<file path="src/rtl/dcache_miss_ctrl.sv">
// rtl/dcache_miss_ctrl.sv - direct-mapped data cache miss controller (tag/valid/dirty, write-back, refill)
module dcache_miss_ctrl #(
    parameter int INDEX_W  = 5,
    parameter int OFFSET_W = 5,
    parameter int TAG_W    = 32 - INDEX_W - OFFSET_W
) (
    input  logic               clk_i,
    input  logic               rst_i,
    input  logic               p1_req_i,
    input  logic               p1_write_i,
    input  logic [31:0]        p1_addr_i,
    output logic               hit_o,
    output logic               stall_o,
    output logic [INDEX_W-1:0] sram_index_o,
    output logic               sram_we_o,
    output logic               sram_fill_o,
    output logic               mem_enable_o,
    output logic               mem_write_o,
    output logic [31:0]        mem_addr_o,
    input  logic               mem_ack_i
);
    localparam int LINES = 1 << INDEX_W;

    typedef enum logic [1:0] {IDLE, WRITEBACK, ALLOCATE, REFILL} state_t;

    state_t             state_q, state_d;
    logic [TAG_W-1:0]   tagmem [LINES];
    logic [LINES-1:0]   valid_q;
    logic [LINES-1:0]   dirty_q;

    logic [INDEX_W-1:0] idx;
    logic [TAG_W-1:0]   tag;
    logic               hit;
    logic               victim_dirty;
    logic               store_hit;
    logic               fill_now;
    logic               unused_offset;

    assign idx           = p1_addr_i[OFFSET_W+INDEX_W-1:OFFSET_W];
    assign tag           = p1_addr_i[31:OFFSET_W+INDEX_W];
    assign unused_offset = ^p1_addr_i[OFFSET_W-1:0];
    assign hit           = valid_q[idx] && (tagmem[idx] == tag);
    assign victim_dirty  = valid_q[idx] && dirty_q[idx];
    assign store_hit     = (state_q == IDLE) && p1_req_i && p1_write_i && hit;
    assign fill_now      = (state_q == ALLOCATE) && mem_ack_i;
    assign sram_index_o  = idx;

    // State register; reset drops straight to IDLE so the memory request falls immediately.
    always_ff @(posedge clk_i or negedge rst_i) begin
        if (!rst_i) begin
            state_q <= IDLE;
        end else begin
            state_q <= state_d;
        end
    end

    // Valid/dirty bookkeeping: refill installs a clean line, a store hit marks it dirty.
    always_ff @(posedge clk_i or negedge rst_i) begin
        if (!rst_i) begin
            valid_q <= '0;
            dirty_q <= '0;
        end else if (fill_now) begin
            valid_q[idx] <= 1'b1;
            dirty_q[idx] <= 1'b0;
        end else if (store_hit) begin
            dirty_q[idx] <= 1'b1;
        end
    end

    // Tag array needs no reset: it is only trusted where the valid bit is set.
    always_ff @(posedge clk_i) begin
        if (fill_now) begin
            tagmem[idx] <= tag;
        end
    end

    // Next-state and output decode; every output is forced low while reset is held.
    always_comb begin
        state_d      = state_q;
        hit_o        = 1'b0;
        stall_o      = 1'b0;
        sram_we_o    = 1'b0;
        sram_fill_o  = 1'b0;
        mem_enable_o = 1'b0;
        mem_write_o  = 1'b0;
        mem_addr_o   = '0;
        case (state_q)
            IDLE: begin
                hit_o     = p1_req_i && hit;
                stall_o   = p1_req_i && !hit;
                sram_we_o = store_hit;
                if (p1_req_i && !hit) begin
                    state_d = victim_dirty ? WRITEBACK : ALLOCATE;
                end
            end
            WRITEBACK: begin
                stall_o      = 1'b1;
                mem_enable_o = 1'b1;
                mem_write_o  = 1'b1;
                mem_addr_o   = {tagmem[idx], idx, {OFFSET_W{1'b0}}};
                if (mem_ack_i) begin
                    state_d = ALLOCATE;
                end
            end
            ALLOCATE: begin
                stall_o      = 1'b1;
                mem_enable_o = 1'b1;
                mem_addr_o   = {tag, idx, {OFFSET_W{1'b0}}};
                sram_we_o    = mem_ack_i;
                sram_fill_o  = mem_ack_i;
                if (mem_ack_i) begin
                    state_d = REFILL;
                end
            end
            REFILL: begin
                stall_o = 1'b1;
                state_d = IDLE;
            end
            default: begin
                state_d = IDLE;
            end
        endcase
        if (!rst_i) begin
            hit_o        = 1'b0;
            stall_o      = 1'b0;
            sram_we_o    = 1'b0;
            sram_fill_o  = 1'b0;
            mem_enable_o = 1'b0;
            mem_write_o  = 1'b0;
            mem_addr_o   = '0;
        end
    end
endmodule

</file>
<file path="config.mk">
export PLATFORM = sky130hd
export DESIGN_NAME = dcache_miss_ctrl
export DESIGN_NICKNAME = d
export VERILOG_FILES = /design/src/rtl/dcache_miss_ctrl.sv
export SDC_FILE = /design/constraint.sdc
export NUM_CORES = 1
export LEC_CHECK = 0
export ABC_AREA = 1
export CAP_MARGIN = 20
export CORE_MARGIN = 4
export CORE_UTILIZATION = 57
export CTS_CLUSTER_DIAMETER = 100
export DETAILED_ROUTE_END_ITERATION = 10
export PLACE_DENSITY = 0.76
export SYNTH_ARGS = -nofsm -noshare
export SYNTH_HDL_FRONTEND = slang
export SYNTH_SLANG_ARGS = --single-unit
</file>
<file path="constraint.sdc">
create_clock -name clk_i -period 7.6 [get_ports clk_i]
set_input_delay 2.28 -clock clk_i [delete_from_list [all_inputs] [get_ports clk_i]]
set_output_delay 2.28 -clock clk_i [all_outputs]
set_load 0.005 [all_outputs]
</file>
After elaboration in Yosys (flattened, before gate mapping). Memory sizes are Yosys's and may differ from the RTL's. Cells that the tools add are included.

Flip-flop bits (word level): 66. Bits in latches: 0. RAM bits: 704. ROM bits: 0. Input port bits: 37. Output and inout port bits: 43. Word-level logic and storage cells: 61. Memories kept: 1.

Memory list: tagmem (words 32, width 22, rd ports 1, clocked after Yosys merged registers in 0, wr ports 1, RTL line 27) `logic [TAG_W-1:0] tagmem [LINES];`.

Add/subtract/negate cells: 0. Multiply operators: 0. Divide/modulo/power cells: 0. $lt $le $gt $ge: 2. Equal/unequal tests: 7. Shift operators: 0. Mux-type cells: 29. Bitwise operators: 4. Reduce and logical (&&, ||, !) cells: 15.

Operator list (number): 2-to-1 mux 32 bit (3); OR 32 bit (2); one-hot mux 32 bit (2 select lines) (1); AND 32 bit (1); NOT 32 bit (1); equality test 22 bit (1); 2-to-1 mux 1 bit (15); binary-select mux 1 bit (select 5 bit) (2); logical AND 1 bit (9); 2-to-1 mux 2 bit (4); one-hot mux 2 bit (4 select lines) (1); < comparator 5 x 6 -> 1 bit, second input constant (1); demux 1 bit (select 5 bit) (1); >= comparator 5 x 1 -> 1 bit, second input constant (1); equality test 2 bit, second input constant (2); != test 2 bit, second input constant (2); one-hot mux 1 bit (2 select lines) (2); AND reduction 3 bit (1); OR reduction 3 bit (1); equality test 2 x 1 -> 1 bit, second input constant (1); logical NOT 2 bit (1); != test 2 x 1 -> 1 bit, second input constant (1); nonzero test 2 bit (1); OR reduction 2 bit (1); logical NOT 1 bit (1).

Longest topological paths before layout.
Word-level depth: 7. Mapped depth: 23.

Worst setup path before layout. OpenSTA, ideal clock, no wires.

Kind: input-to-output. Start: in p1_addr_i[5]. End: out sram_we_o. Arrival time: 4.269 ns. Required time: 5.320 ns. Setup slack: 1.051 ns. Cell stages on the path: 20. Path buffers: 5. Path through: buf_2 buf_2 buf_6 buf_2 nand2_1 a21oi_1 o21ai_0 nand2_1 nor2_1 nand2_1 nand2_1 nand2_1 inv_1 nand2_1 nor2_1 nand2_1 nor2_8 buf_8 nand3_1 a21oi_1.

Longest elaborated chain between the ends: 6. Elaborated cells on any way between the ends: 8.

RTL lines: start, declared (RTL line 11) `input logic [31:0] p1_addr_i,`; memory read (32 x 22 bit) or binary-select mux 1 bit (select 5 bit) (tied branches); equality test 22 bit or 2-to-1 mux 1 bit (tied branches) (RTL line 42) `assign hit = valid_q[idx] && (tagmem[idx] == tag);`; logical AND 1 bit (*) (RTL line 42); logical AND 1 bit (*) (RTL line 44) `assign store_hit = (state_q == IDLE) && p1_req_i && p1_write_i && hit;`; one-hot mux 1 bit (2 select lines) (*) (RTL line 87) `case (state_q)`; 2-to-1 mux 1 bit (*) (RTL line 123) `if (!rst_i) begin`; end, declared (RTL line 15) `output logic sram_we_o,`.

Mark *: on every way between the ends. The rest lies on a longest branch, timed or not. The select of a mux whose other input is x is not followed.

Final worst setup path.
Start: in p1_addr_i[7]. End: out sram_we_o.

The elaborated chain is that of the path after synthesis.

==> qor.txt <==
=================================================================================================
Leakage power of the design ........................................................    0.0155 µW
Final Cycle Share ..................................................................        0.982
Final worst clock skew .............................................................      18.3 ps
Count of buffer and inverter cells on the critical path ............................            7
TritonCTS clock tree ...............................................................         done
Max stage delay on crit path .......................................................       440 ps
RSZ-0062 raised after global routing ...............................................        false
Detailed-routing iteration count for the pre-antenna-repair pass ...................            6
CTS H-tree depth ...................................................................            3
R2R setup slack ....................................................................      3210 ps
Time the worst path needs with I/O delays and setup ................................      7460 ps
Die extent in y ....................................................................       247 µm
# clock sinks ......................................................................          770
Filler Cells Inserted ..............................................................         3873
Initial antenna violation count ....................................................            1
Input/output buffers ...............................................................           69
Source of the worst register-to-register timing path ...............................   state_q[0]
Most frequent cells in the layout .................................................. 1526 x nand2_1, 704 x edfxtp_1, 164 x buf_4
Master of the slowest instance on the critical path ................................ clkdlybuf4s50_1
Cell seen most often among critical-path stages ....................................      nand2_1
Total Die Area .....................................................................    60900 µm²
Gate family responsible for the most delay along the worst path .................... buffers and inverters
Final instance count without filler cells ..........................................         4099
Hold buffers post-CTS ..............................................................            0
PD cells ...........................................................................   257 nW/µm²
Setup_tns ..........................................................................         0 ps
Weighted congestion at the end of routability-driven global placement ..............        0.850
Proportion of register bits with asynchronous set or reset after synthesis .........       0.0857
Number of distinct library cell variants in the gate-level netlist after synthesis .           37
Series of cell instances along the critical path ................................... clkdlybuf4s50_1, buf_12, inv_6, nor3_4, buf_4, bufbuf_16, nand2_1, nand2_1, nor2_2, nand2_1, nand2_1, nand2_2, nor2_1, nand2_1, nor2_4, nand2_4, nor2_8, buf_6, nand3_1, a21oi_1, clkbuf_2
Vias in the first global route .....................................................        23400
Clock latency on the worst-skew pair ...............................................       620 ps
I/O Pins ...........................................................................           80
Worst slew margin relative to its limit ............................................        0.212
Transition time of the tightest slew-check pin .....................................      1180 ps
Cell area after placement ..........................................................    35400 µm²
Primary flip-flop cell chosen by synthesis mapping .................................     edfxtp_1
Max rail drop VDD ..................................................................     0.213 mV
Warnings from Yosys ................................................................            0
CP Max Fanout ......................................................................            7
Cell depth of the worst min-delay path .............................................            2
Max capacitance violation total ....................................................            0
Synthesis-to-finish area growth ....................................................        17.6%
Final number of setup-violating endpoints ..........................................            0
Achievable Freq ....................................................................    0.134 GHz
Cts bufs inserted ..................................................................           78
ANT nets after route ...............................................................            0
Post-DR wirelength/cell ............................................................      23.0 µm
Crit path arrival time .............................................................      5180 ps
Cells after synthesis ..............................................................         3076
Final instance area ................................................................    38200 µm²
Type of the worst min-delay path ...................................................      reg2reg
R2R Path End ....................................................................... tagmem[12][3]
Iter 0 DRT Violations ..............................................................         3442
Path length in cells of the critical path ..........................................           21
Mean instance size in the synthesized netlist ......................................     10.6 µm²
Number of buffers between clock root and the deepest sink ..........................            3
Cell count after placement .........................................................         3941
Core area ..........................................................................    56400 µm²
Combined area of all synthesized cells .............................................    32500 µm²
First-pass GRT wire length .........................................................    138000 µm
Clock root buffer master ...........................................................    clkbuf_16
Data required time of the worst path ...............................................      5320 ps
Post-DP HPWL .......................................................................     53700 µm
Pin count of the biggest net entering global routing ...............................           55
Critical setup path kind ...........................................................       in2out
Element type at the critical path end .............................................. primary output
Final-report max-slew violation count ..............................................            0
Site Rows ..........................................................................           87
Width of the die ...................................................................       247 µm
DRC violations left ................................................................            0
Total routing resource utilization after global routing ............................        0.306
Nets ...............................................................................         3319
Final Hold Viols ...................................................................            0
Worst setup path endpoint ..........................................................    sram_we_o
Start point of the critical path ................................................... p1_addr_i[7]
Result of the run .................................................................. finished clean
Starting Density ...................................................................        0.576
Most common cell after layout, fill and taps aside .................................      nand2_1
Kind of start point of the critical path ........................................... primary input
Portion of the post-synthesis area used by sequential elements .....................        0.702
Vias after detailed routing ........................................................        24000
Number of synthesized register bits ................................................          770
Aggregate global routing overflow ..................................................            0
Design Power .......................................................................      9800 µW
Routed vias/inst ...................................................................         5.85
Clock-pin slew on the worst setup and hold paths ...................................        60 ps
Cell count of the worst reg-to-reg path ............................................            9
Post-detailed-routing wire length ..................................................     94100 µm
Post-synth EDFFs ...................................................................          704
End-of-flow core utilization .......................................................        0.678
Share of final-layout standard cells stronger than drive strength 1 ................        0.124
=================================================================================================
[worst min path at each step]
stage                     start  slack (ps)          end
floorplan           valid_q[12]         420  valid_q[12]
global placement    valid_q[20]         430  valid_q[20]
detailed placement  valid_q[23]         440  valid_q[23]
CTS                 valid_q[23]         450  valid_q[23]
global route         valid_q[5]         480   valid_q[5]
finish              valid_q[23]         450  valid_q[23]
[report_power, final]
part / leakage, µW / switching [µW] / internal, µW
sequential: 0.00701 / 49.6 / 4770
clock: 0.00123 / 1600 / 2200
combinational: 0.00729 / 778 / 407
[through the flow]
step	hold slack (ps)	worst slack, ps
after global placement	431	-140
after CTS	450	30.2
after floorplan	418	1050
after detailed placement	437	-222
after global routing	478	13.2
final	451	140
[layout make-up]
cell class	instances	area [µm²]	share of cell area
multi-input cells	2032	8690	0.227
flip-flops and latches	770	22800	0.597
clock buffers	105	2160	0.0565
repair buffers	276	2800	0.0732
clock inverters	38	349	0.00914
inverters	121	473	0.0124
well taps	756	946	0.0248
diodes	1	2.50	0.0000655
[Yosys cell counts (15+ instances only)]
| master | number | area share |
|---|---|---|
| nand2_1 | 1533 | 0.18 |
| edfxtp_1 | 704 | 0.65 |
| nor2_1 | 142 | 0.016 |
| inv_1 | 115 | 0.013 |
| nand3_1 | 74 | 0.011 |
| dfrtp_1 | 66 | 0.051 |
| nand4_1 | 64 | 0.012 |
| a21oi_1 | 58 | 0.0089 |
| clkbuf_1 | 57 | 0.0066 |
| buf_2 | 56 | 0.0086 |
| o21ai_0 | 43 | 0.0066 |
| a22oi_1 | 30 | 0.0069 |
| buf_1 | 19 | 0.0022 |
| o22ai_1 | 15 | 0.0029 |
| or2_2 | 15 | 0.0029 |
[timing repair]
action	4_1_cts	5_1_grt
endpoints found under the setup margin	3	2
setup buffers	10	1
gates resized for setup	29	17
cloned	2	0
pin swaps	7	8
[tightest hold or removal path: stages (launching register included)]
cell and delay, ps:
dfrtp_1 320, inv_1 50, nand2_1 60
[layer usage]
metal	vias to the layer above	track usage	share of wire
met3	327	0.0669	0.12
li1	10600	-	-
met5	-	0	0
met4	0	0.148	0.051
met1	11400	0.397	0.36
met2	1679	0.495	0.47
[cell families after synthesis]
| logic type | after synthesis | share of synthesized area |
|---|---|---|
| multiplexers | 1 | 0.000308 |
| buffers and inverters | 278 | 0.0389 |
| adder cells (fa/ha/maj) | 3 | 0.00116 |
| other | 1 | 0.000115 |
| AND/OR/NAND/NOR | 1865 | 0.230 |
| AO/OA/AOI/OAI | 158 | 0.0274 |
| flip-flops | 770 | 0.702 |
[flip-flops by register name (all words and copies together) (netlist names), named ones only]
| name | count |
|---|---|
| tagmem | 704 |
| state_q | 2 |
| valid_q | 32 |
Note: power is estimated with default switching activity, not from simulation.
